$ cat src/rtl/mem_stage_if.sv
// Bundles the MEM stage pipeline, hazard, forwarding and data-SRAM signals.
// The master view belongs to the MEM stage; the slave view is the surrounding pipeline.
interface mem_stage_if #(
    parameter int ES_TO_MS_BUS_WD = 107,
    parameter int MS_TO_WS_BUS_WD = 70
);
    logic                       ms_stall;
    logic                       ms_flush;
    logic                       ws_allowin;
    logic                       ms_allowin;
    logic                       es_to_ms_valid;
    logic [ES_TO_MS_BUS_WD-1:0] es_to_ms_bus;
    logic                       ms_to_ws_valid;
    logic [MS_TO_WS_BUS_WD-1:0] ms_to_ws_bus;
    logic [32:0]                ms_to_es_forward_bus;
    logic [37:0]                ms_to_is_forward_bus;
    logic [5:0]                 ms_to_hazard_bus;
    logic [3:0]                 data_sram_we;
    logic [31:0]                data_sram_wdata;
    logic [31:0]                data_sram_rdata;

    modport master (
        input  ms_stall,
        input  ms_flush,
        input  ws_allowin,
        output ms_allowin,
        input  es_to_ms_valid,
        input  es_to_ms_bus,
        output ms_to_ws_valid,
        output ms_to_ws_bus,
        output ms_to_es_forward_bus,
        output ms_to_is_forward_bus,
        output ms_to_hazard_bus,
        output data_sram_we,
        output data_sram_wdata,
        input  data_sram_rdata
    );

    modport slave (
        output ms_stall,
        output ms_flush,
        output ws_allowin,
        input  ms_allowin,
        output es_to_ms_valid,
        output es_to_ms_bus,
        input  ms_to_ws_valid,
        input  ms_to_ws_bus,
        input  ms_to_es_forward_bus,
        input  ms_to_is_forward_bus,
        input  ms_to_hazard_bus,
        input  data_sram_we,
        input  data_sram_wdata,
        output data_sram_rdata
    );
endinterface

$ cat src/rtl/mem_stage.sv
// MEM stage: holds the EX payload, issues one-shot store writes to data SRAM,
// captures synchronous read data and produces the aligned/extended WB result.
module mem_stage (
    input  logic         clk,
    input  logic         resetn,
    mem_stage_if.master  bus_if
);
    localparam int ES_W = 107;

    // Registered state
    logic            ms_valid_q,  ms_valid_d;
    logic [ES_W-1:0] bus_q,       bus_d;
    logic [31:0]     rdata_buf_q, rdata_buf_d;
    logic            first_q,     first_d;

    // Decoded payload fields and combinational results
    logic        res_from_mem_s;
    logic        gr_we_s;
    logic        mem_we_s;
    logic [4:0]  dest_s;
    logic        unsigned_ld_s;
    logic [1:0]  st_size_s;
    logic [31:0] alu_result_s;
    logic [31:0] rkd_value_s;
    logic [31:0] pc_s;
    logic        ms_allowin_s;
    logic        mem_we_act_s;
    logic [31:0] rdata_eff_s;
    logic [31:0] load_result_s;
    logic [31:0] final_result_s;
    logic        fwd_en_s;
    logic        has_ld_s;
    logic [3:0]  sram_we_s;

    function automatic logic [3:0] store_strobe(input logic [1:0] size, input logic [1:0] a_lo);
        logic [3:0] strobe;
        case (size)
            2'b00:   strobe = 4'b0001 << a_lo;
            2'b01:   strobe = a_lo[1] ? 4'b1100 : 4'b0011;
            2'b10:   strobe = 4'b1111;
            default: strobe = 4'b0000;
        endcase
        return strobe;
    endfunction

    function automatic logic [31:0] store_data(input logic [1:0] size, input logic [31:0] rkd);
        logic [31:0] data;
        case (size)
            2'b00:   data = {4{rkd[7:0]}};
            2'b01:   data = {2{rkd[15:0]}};
            2'b10:   data = rkd;
            default: data = rkd;
        endcase
        return data;
    endfunction

    // Byte/half lanes are picked by the low address bits, then zero- or sign-extended.
    function automatic logic [31:0] load_align(input logic [1:0] size, input logic uns,
                                               input logic [1:0] a_lo, input logic [31:0] rdata);
        logic [31:0] shifted;
        logic [15:0] half;
        logic [31:0] result;
        shifted = rdata >> {a_lo, 3'b000};
        half    = a_lo[1] ? rdata[31:16] : rdata[15:0];
        case (size)
            2'b00:   result = uns ? {24'h000000, shifted[7:0]} : {{24{shifted[7]}}, shifted[7:0]};
            2'b01:   result = uns ? {16'h0000, half} : {{16{half[15]}}, half};
            2'b10:   result = rdata;
            default: result = rdata;
        endcase
        return result;
    endfunction

    assign res_from_mem_s = bus_q[106];
    assign gr_we_s        = bus_q[105];
    assign mem_we_s       = bus_q[104];
    assign dest_s         = bus_q[103:99];
    assign unsigned_ld_s  = bus_q[98];
    assign st_size_s      = bus_q[97:96];
    assign alu_result_s   = bus_q[95:64];
    assign rkd_value_s    = bus_q[63:32];
    assign pc_s           = bus_q[31:0];

    assign ms_allowin_s = (!ms_valid_q || bus_if.ws_allowin) && !bus_if.ms_stall;

    // Next-state: flush beats load; the read buffer tracks SRAM data only in the entry cycle.
    always_comb begin
        ms_valid_d  = ms_valid_q;
        bus_d       = bus_q;
        first_d     = 1'b0;
        rdata_buf_d = rdata_buf_q;
        if (first_q) begin
            rdata_buf_d = bus_if.data_sram_rdata;
        end else begin
            rdata_buf_d = rdata_buf_q;
        end
        if (bus_if.ms_flush) begin
            ms_valid_d = 1'b0;
            bus_d      = {ES_W{1'b0}};
            first_d    = 1'b0;
        end else if (ms_allowin_s) begin
            ms_valid_d = bus_if.es_to_ms_valid;
            first_d    = bus_if.es_to_ms_valid;
            if (bus_if.es_to_ms_valid) begin
                bus_d = bus_if.es_to_ms_bus;
            end else begin
                bus_d = bus_q;
            end
        end else begin
            ms_valid_d = ms_valid_q;
            bus_d      = bus_q;
            first_d    = 1'b0;
        end
    end

    // State register with asynchronous clear.
    always_ff @(posedge clk or negedge resetn) begin
        if (!resetn) begin
            ms_valid_q  <= 1'b0;
            bus_q       <= {ES_W{1'b0}};
            rdata_buf_q <= 32'h0000_0000;
            first_q     <= 1'b0;
        end else begin
            ms_valid_q  <= ms_valid_d;
            bus_q       <= bus_d;
            rdata_buf_q <= rdata_buf_d;
            first_q     <= first_d;
        end
    end

    // A store fires only in its entry cycle, so a stalled store never writes twice.
    assign mem_we_act_s   = ms_valid_q && mem_we_s && first_q && !bus_if.ms_flush;
    assign rdata_eff_s    = first_q ? bus_if.data_sram_rdata : rdata_buf_q;
    assign load_result_s  = load_align(st_size_s, unsigned_ld_s, alu_result_s[1:0], rdata_eff_s);
    assign fwd_en_s       = ms_valid_q && gr_we_s && (dest_s != 5'd0);
    assign has_ld_s       = ms_valid_q && res_from_mem_s;

    // Result select and store strobe gating.
    always_comb begin
        final_result_s = alu_result_s;
        sram_we_s      = 4'b0000;
        if (res_from_mem_s) begin
            final_result_s = load_result_s;
        end else begin
            final_result_s = alu_result_s;
        end
        if (mem_we_act_s) begin
            sram_we_s = store_strobe(st_size_s, alu_result_s[1:0]);
        end else begin
            sram_we_s = 4'b0000;
        end
    end

    assign bus_if.ms_allowin           = ms_allowin_s;
    assign bus_if.ms_to_ws_valid       = ms_valid_q;
    assign bus_if.ms_to_ws_bus         = {gr_we_s, dest_s, final_result_s, pc_s};
    assign bus_if.ms_to_es_forward_bus = {mem_we_act_s, alu_result_s};
    assign bus_if.ms_to_is_forward_bus = {fwd_en_s, dest_s, final_result_s};
    assign bus_if.ms_to_hazard_bus     = {dest_s, has_ld_s};
    assign bus_if.data_sram_we         = sram_we_s;
    assign bus_if.data_sram_wdata      = store_data(st_size_s, rkd_value_s);

endmodule
$ cat src/flat_wrapper.sv
// flat-port wrapper written by rule: the top's interface ports become plain ports
module mem_stage_flat 
  (clk, resetn, bus_if_ms_stall, bus_if_ms_flush, bus_if_ws_allowin, bus_if_ms_allowin, bus_if_es_to_ms_valid, bus_if_es_to_ms_bus, bus_if_ms_to_ws_valid, bus_if_ms_to_ws_bus, bus_if_ms_to_es_forward_bus, bus_if_ms_to_is_forward_bus, bus_if_ms_to_hazard_bus, bus_if_data_sram_we, bus_if_data_sram_wdata, bus_if_data_sram_rdata);
  mem_stage_if bus_if_i ();
  input  logic clk;
  input  logic resetn;
  input wire logic [$bits(bus_if_i.ms_stall)-1:0] bus_if_ms_stall;
  input wire logic [$bits(bus_if_i.ms_flush)-1:0] bus_if_ms_flush;
  input wire logic [$bits(bus_if_i.ws_allowin)-1:0] bus_if_ws_allowin;
  output wire logic [$bits(bus_if_i.ms_allowin)-1:0] bus_if_ms_allowin;
  input wire logic [$bits(bus_if_i.es_to_ms_valid)-1:0] bus_if_es_to_ms_valid;
  input wire logic [$bits(bus_if_i.es_to_ms_bus)-1:0] bus_if_es_to_ms_bus;
  output wire logic [$bits(bus_if_i.ms_to_ws_valid)-1:0] bus_if_ms_to_ws_valid;
  output wire logic [$bits(bus_if_i.ms_to_ws_bus)-1:0] bus_if_ms_to_ws_bus;
  output wire logic [$bits(bus_if_i.ms_to_es_forward_bus)-1:0] bus_if_ms_to_es_forward_bus;
  output wire logic [$bits(bus_if_i.ms_to_is_forward_bus)-1:0] bus_if_ms_to_is_forward_bus;
  output wire logic [$bits(bus_if_i.ms_to_hazard_bus)-1:0] bus_if_ms_to_hazard_bus;
  output wire logic [$bits(bus_if_i.data_sram_we)-1:0] bus_if_data_sram_we;
  output wire logic [$bits(bus_if_i.data_sram_wdata)-1:0] bus_if_data_sram_wdata;
  input wire logic [$bits(bus_if_i.data_sram_rdata)-1:0] bus_if_data_sram_rdata;
  assign bus_if_i.ms_stall = bus_if_ms_stall;
  assign bus_if_i.ms_flush = bus_if_ms_flush;
  assign bus_if_i.ws_allowin = bus_if_ws_allowin;
  assign bus_if_ms_allowin = bus_if_i.ms_allowin;
  assign bus_if_i.es_to_ms_valid = bus_if_es_to_ms_valid;
  assign bus_if_i.es_to_ms_bus = bus_if_es_to_ms_bus;
  assign bus_if_ms_to_ws_valid = bus_if_i.ms_to_ws_valid;
  assign bus_if_ms_to_ws_bus = bus_if_i.ms_to_ws_bus;
  assign bus_if_ms_to_es_forward_bus = bus_if_i.ms_to_es_forward_bus;
  assign bus_if_ms_to_is_forward_bus = bus_if_i.ms_to_is_forward_bus;
  assign bus_if_ms_to_hazard_bus = bus_if_i.ms_to_hazard_bus;
  assign bus_if_data_sram_we = bus_if_i.data_sram_we;
  assign bus_if_data_sram_wdata = bus_if_i.data_sram_wdata;
  assign bus_if_i.data_sram_rdata = bus_if_data_sram_rdata;
  mem_stage u_core (.clk(clk), .resetn(resetn), .bus_if(bus_if_i));
endmodule
$ cat config.mk
export PLATFORM = sky130hd
export DESIGN_NAME = mem_stage_flat
export DESIGN_NICKNAME = d
export VERILOG_FILES = /design/src/rtl/mem_stage_if.sv /design/src/rtl/mem_stage.sv /design/src/flat_wrapper.sv
export SDC_FILE = /design/constraint.sdc
export NUM_CORES = 1
export LEC_CHECK = 0
export ABC_CLOCK_PERIOD_IN_PS = 4000
export CELL_PAD_IN_SITES_DETAIL_PLACEMENT = 1
export CELL_PAD_IN_SITES_GLOBAL_PLACEMENT = 1
export CORE_MARGIN = 2
export CORE_UTILIZATION = 34
export DETAILED_ROUTE_END_ITERATION = 10
export PLACE_DENSITY = 0.86
export SYNTH_ARGS = -nofsm -noshare
export SYNTH_HDL_FRONTEND = slang
export SYNTH_SLANG_ARGS = --single-unit
export TNS_END_PERCENT = 50
$ cat constraint.sdc
create_clock -name clk -period 4 [get_ports clk]
set_input_delay 0.6 -clock clk [delete_from_list [all_inputs] [get_ports clk]]
set_output_delay 0.6 -clock clk [all_outputs]
set_load 0.005 [all_outputs]
; After elaboration in Yosys (flattened, before gate mapping)
; Index checks and enable logic that the tools add are counted.
[totals]
register_bits = 141
in_bits = 145
wordCells = 41
[op_classes]
n_eq_ne = 2
n_shift = 2
n_mux = 17
n_reduce_logical = 16
[op_table]
columns = operator, n
row1 = $mux 107, 3
row2 = $mux 32, 4
row3 = $pmux 32 s2, 2
row4 = $shr 32x5->8, 1
row5 = $mux 16, 1
row6 = $pmux 4 s3, 1
row7 = $mux 4, 2
row8 = $logic_and 1x1->1, 7
row9 = $reduce_bool 5->1, 1
row10 = $mux 1, 4
row11 = $reduce_bool 2->1, 2
row12 = $shl 1x2->4 const A, 1
row13 = $logic_not 1->1, 3
row14 = $eq 2x1->1 const B, 1
row15 = $eq 2x2->1 const B, 1
row16 = $logic_not 2->1, 1
row17 = $reduce_and 2->1, 1
row18 = $logic_or 1x1->1, 1

; Logic depth before layout (Yosys ltp)
; Gate-level depths: netlist of the first run.
[depth]
depth_word = 5
depth_mapped = 8

; Worst setup path before layout of the first run
; OpenSTA, ideal clock, no wires.
[synth_path]
path_type = input to output
start = input port bus_if_data_sram_rdata[15]
end = output port bus_if_ms_to_ws_bus[53]
t_arrival_ps = 2142
required_time_ps = 3400
slack_ps = 1258
stages = 6
path_cell_list = mux2_4 > a222oi_1 > a21oi_2 > buf_6 > o32a_1 > buf_4
[synth_between]
elab_chain_cells = 5
word_cells_on_any_way = 7
classes_between = shift (1) / mux (6)
[synth_rtl]
columns = item, line_no
row1 = "start, declared", flat_wrapper.sv:20  ; input wire logic [$bits(bus_if_i.data_sram_rdata)-1:0] bus_if_data_sram_rdata;
row2 = $mux 32 *, mem_stage.sv:133  ; assign rdata_eff_s = first_q ? bus_if.data_sram_rdata : rdata_buf_q;
row3 = $shr 32x5->8 or $mux 16 (tied branches), "mem_stage.sv:63, mem_stage.sv:64"
row4 = "$mux 32, on equally long branches", "mem_stage.sv:66, mem_stage.sv:67"
row5 = $pmux 32 s2 *, mem_stage.sv:65  ; case (size)
row6 = $mux 32 *, mem_stage.sv:142  ; if (res_from_mem_s) begin
row7 = "end, declared", flat_wrapper.sv:14  ; output wire logic [$bits(bus_if_i.ms_to_ws_bus)-1:0] bus_if_ms_to_ws_bus;
; Every way passes the cells marked *; elsewhere a longest branch is shown, timed or not.

; Worst setup path after layout of the first run
[layout_path]
start = register u_core.first_q
end = output port bus_if_ms_to_is_forward_bus[15]
[layout_between]
elab_chain_cells = 5
word_cells_on_any_way = 7
classes_between = shift (1) / mux (6)
[layout_rtl]
columns = item, line_no
row1 = "start, declared", mem_stage.sv:14  ; logic first_q, first_d;
row2 = "start signal, assigned", mem_stage.sv:127  ; first_q <= first_d;
row3 = $mux 32 *, mem_stage.sv:133
row4 = $shr 32x5->8 or $mux 16 (tied branches), "mem_stage.sv:63, mem_stage.sv:64"
row5 = "$mux 32, on equally long branches", "mem_stage.sv:66, mem_stage.sv:67"
row6 = $pmux 32 s2 *, mem_stage.sv:65
row7 = $mux 32 *, mem_stage.sv:142
row8 = "end, declared", flat_wrapper.sv:16  ; output wire logic [$bits(bus_if_i.ms_to_is_forward_bus)-1:0] bus_if_ms_to_is_forward_bus;
; Marked as above.

==> results of run 1 <==
-- area by class of cell --
| class | instances | area (sq um) | share of cell area [%] |
|---|---|---|---|
| clock buffer | 19 | 452.9 | 4.282 |
| clock inverter | 13 | 151.4 | 1.431 |
| inverter | 10 | 37.54 | 0.3549 |
| multi-input combinational | 341 | 2648 | 25.03 |
| sequential | 141 | 3532 | 33.39 |
| tap | 275 | 344.1 | 3.253 |
| timing repair buffer | 343 | 3412 | 32.26 |
-- critical path: cells and delay by family (launching register included) --
| family | cells | cell delay [ps] |
|---|---|---|
| multiplexers | 1 | 370 |
| flip-flops | 1 | 530 |
| buffers and inverters | 1 | 560 |
| AO/OA/AOI/OAI | 3 | 1310 |
-- per-stage QoR --
stage | area (sq um) | worst slack, ps | instances
after CTS | 10580 | 137.1 | 1142
final | 10580 | 213.1 | 1142
after floorplan | 7317 | 1258 | 665
after global routing | 10580 | 77.38 | 1142
after global placement | 9973 | 248.5 | 1110
after detailed placement | 9973 | 213.8 | 1110
-- sequential cells by signal, summed over array words and instances (netlist names) --
register and flops:
u_core.bus_if.ms_to_ws_valid 1, u_core.bus_q 107, u_core.first_q 1, u_core.rdata_buf_q 32
-- per-layer routing --
metal	part of all wire, %	up-vias	GRT usage, %	wire, microns
met3	8.9	31	7.091	2271
met1	39	3054	26.42	9911
met4	2.1	0	6.822	529
met5	0	-	0	0
met2	50	294	38.23	12870
li1	-	2699	-	-
-- final timing paths --
kind / to / slack (ps) / depth (start not counted) / from
worst max register to register: u_core.bus_q[100] / 1960 / 4 / u_core.bus_if.ms_to_ws_valid
max in group asynchronous: u_core.bus_q[106] / 2730 / 2 / resetn
worst max-delay path: bus_if_ms_to_is_forward_bus[15] / 210 / 5 / u_core.first_q
worst min register to register: u_core.rdata_buf_q[2] / 500 / 1 / u_core.rdata_buf_q[2]
min in group clk: u_core.rdata_buf_q[2] / 500 / 1 / u_core.rdata_buf_q[2]
worst min-delay path: u_core.bus_q[74] / 310 / 1 / resetn
-- kinds of logic (layout without fill, tap and decap cells) --
| kind of cell | Yosys count | in the layout | share of synthesized area (%) |
|---|---|---|---|
| AO/OA/AOI/OAI | 196 | 196 | 21.72 |
| buffers and inverters | 183 | 385 | 15.92 |
| flip-flops | 141 | 141 | 48.22 |
| multiplexers | 56 | 56 | 8.499 |
| AND/OR/NAND/NOR | 89 | 89 | 5.643 |
-- cell usage in the layout, fill, tap and decap left out, types with 2 or more instances in the layout --
cell / count
dfrtp_1: 138
clkbuf_16: 17
a31oi_1: 12
mux2_2: 41
clkdlybuf4s50_1: 328
or3_1: 3
inv_1: 10
inv_6: 6
mux2i_1: 13
nor2b_1: 6
clkbuf_8: 2
dfrtp_2: 3
and2_1: 3
a221oi_1: 2
a22oi_1: 9
o32a_1: 17
nor2_1: 18
clkinvlp_4: 4
o21ai_0: 19
o22ai_1: 5
nand2_1: 44
bufinv_16: 2
nand2b_1: 2
buf_4: 13
a21oi_1: 6
and3_1: 6
a22o_1: 112
mux2_4: 2
a32o_1: 5
-- report_power, final --
group	internal [mW]	switching, mW	total, mW
Sequential	1.54	0.0794	1.62
Combinational	0.487	0.372	0.859
Clock	0.966	0.666	1.63
Total	3.00	1.12	4.11
==> results.md, run 1 <==
- Crit path DAT: about 3200 ps
- Setup Viol. Count Final: 0
- Layout cells sized above 1: roughly 11%
- Syn. warnings: 0
- Ant. Diodes: 0
- Core ar.: 21090 sq um
- Overflow after GRT: 0
- EDFF count, synth: 0
- CTS resizes: 0
- Die area: 22710 sq um
- Vias in the first global route: 6491
- Post-synthesis sequential area ratio: 48.22%
- Crit path time final: 3787 ps
- Crit-path cells: mux2_4 > a222oi_1 > a21o_1 > a41oi_1 > clkdlybuf4s50_1
- P_leak: 4.389 nW
- Unrepaired setup endpoints after global routing: no
- Post-CTS Setup Bufs: 0
- Reg clk slew, reported paths: 60 ps
- DR pass1 iterations: 5
- DR WL/cell: 22.40 microns
- Die Y: approximately 150 microns
- Synth Net Count: 810
- CP max stage delay: 560 ps
- Core Util, Final: 50.16%
- Mean Syn Cell Area: 11.00 sq um
- Final ANT Viol Nets: 0
- Largest net degree at the start of global routing: 101
- Layout net count: 999
- Cell Pwr Density: 389.0 nW/um^2
- Setup crit start kind: flop
- #FFs+latches synth: approximately 140
- Post-synthesis instance total: 665
- H-tree lvl count: 4
- GRT Total Usage: 22.20%
- Fillers: 2225
- CTS sink count: about 140
- CTS Hold Buffers Added: 0
- Post-DR vias/cell: 5.322
- GP Congestion: between 0.8 and 0.9
- Vias: ~6000
- Synth cell types: 40
- TritonCTS buffer count: 17
- Clock skew: about 16 ps
- Most numerous cell in the Yosys netlist: dfrtp_1
- Clock root buffer: clkbuf_16
- Horiz. Die Dim: 150.7 microns
- Fin Setup TNS: 0 ps
- Worst Path Required: 3400 ps
- Row cnt: 53
- Final Hold Fails: 0
- First-pass GRT wire length: 38120 microns
- Initial Utilization: 34.70%
- CP Capture Type: output pin
- Top cell type by total area after synthesis: dfrtp_1
- MaxCap Viol Count: 0
- Worst skew pair latency: 420 ps
- Top_reg_cell synth: dfrtp_1
- Synth async-reset ratio: 100.0%
- Hold WC Path Type: input port to asynchronous set/reset pin
- Commonest cells post-synth: dfrtp_1 (141), buf_4 (123), a22o_1 (112)
- Min Hold Slack: 310.5 ps
- Post-synth top area share: 48.22%
- Initial antenna violation count: 0
- # IOs: 330
- Worst-margin pin slew: around 1200 ps
- Cell area after synthesis: 7317 sq um
- Pwr Total: 4.115 mW
- CP max stage cell: clkdlybuf4s50_1
- Post-Route WL: ~26000 microns
- TritonCTS clock tree: yes
- CTS Buffer Depth: 2
- Hpwl dp: 18680 microns
- Relative slew slack: 18.50%
- Synth top area cells: dfrtp_1 (48%), a22o_1 (13%), buf_4 (13%), mux2_2 (6.3%), o32a_1 (2.3%)
- Fmax achieved: 264.1 MHz
- VDD IR max: 0.2534 mV
- DRT iter0 DRCs: about 330
- WS Path Type: flop to output pin
- Slew Limit Fails: 0
- Syn-to-layout area delta: 44.56%
- Drt drc: 0
- Port-buffer cells: 329
- Final period util: 94.67%
- CP max FO: 9
- Status: complete, no violations
Power figures use the tool's default switching activity.
==> run 2: changes to the inputs <==
--- a/config.mk
+++ b/config.mk
@@ -5,7 +5,6 @@
 export SDC_FILE = /design/constraint.sdc
 export NUM_CORES = 1
 export LEC_CHECK = 0
-export ABC_CLOCK_PERIOD_IN_PS = 4000
 export CELL_PAD_IN_SITES_DETAIL_PLACEMENT = 1
 export CELL_PAD_IN_SITES_GLOBAL_PLACEMENT = 1
 export CORE_MARGIN = 2
@@ -15,4 +14,4 @@
 export SYNTH_ARGS = -nofsm -noshare
 export SYNTH_HDL_FRONTEND = slang
 export SYNTH_SLANG_ARGS = --single-unit
-export TNS_END_PERCENT = 50
+export TNS_END_PERCENT = 100
==> results of run 2 <==
The final DEF is identical to that of run 1; final timing and power are the same.
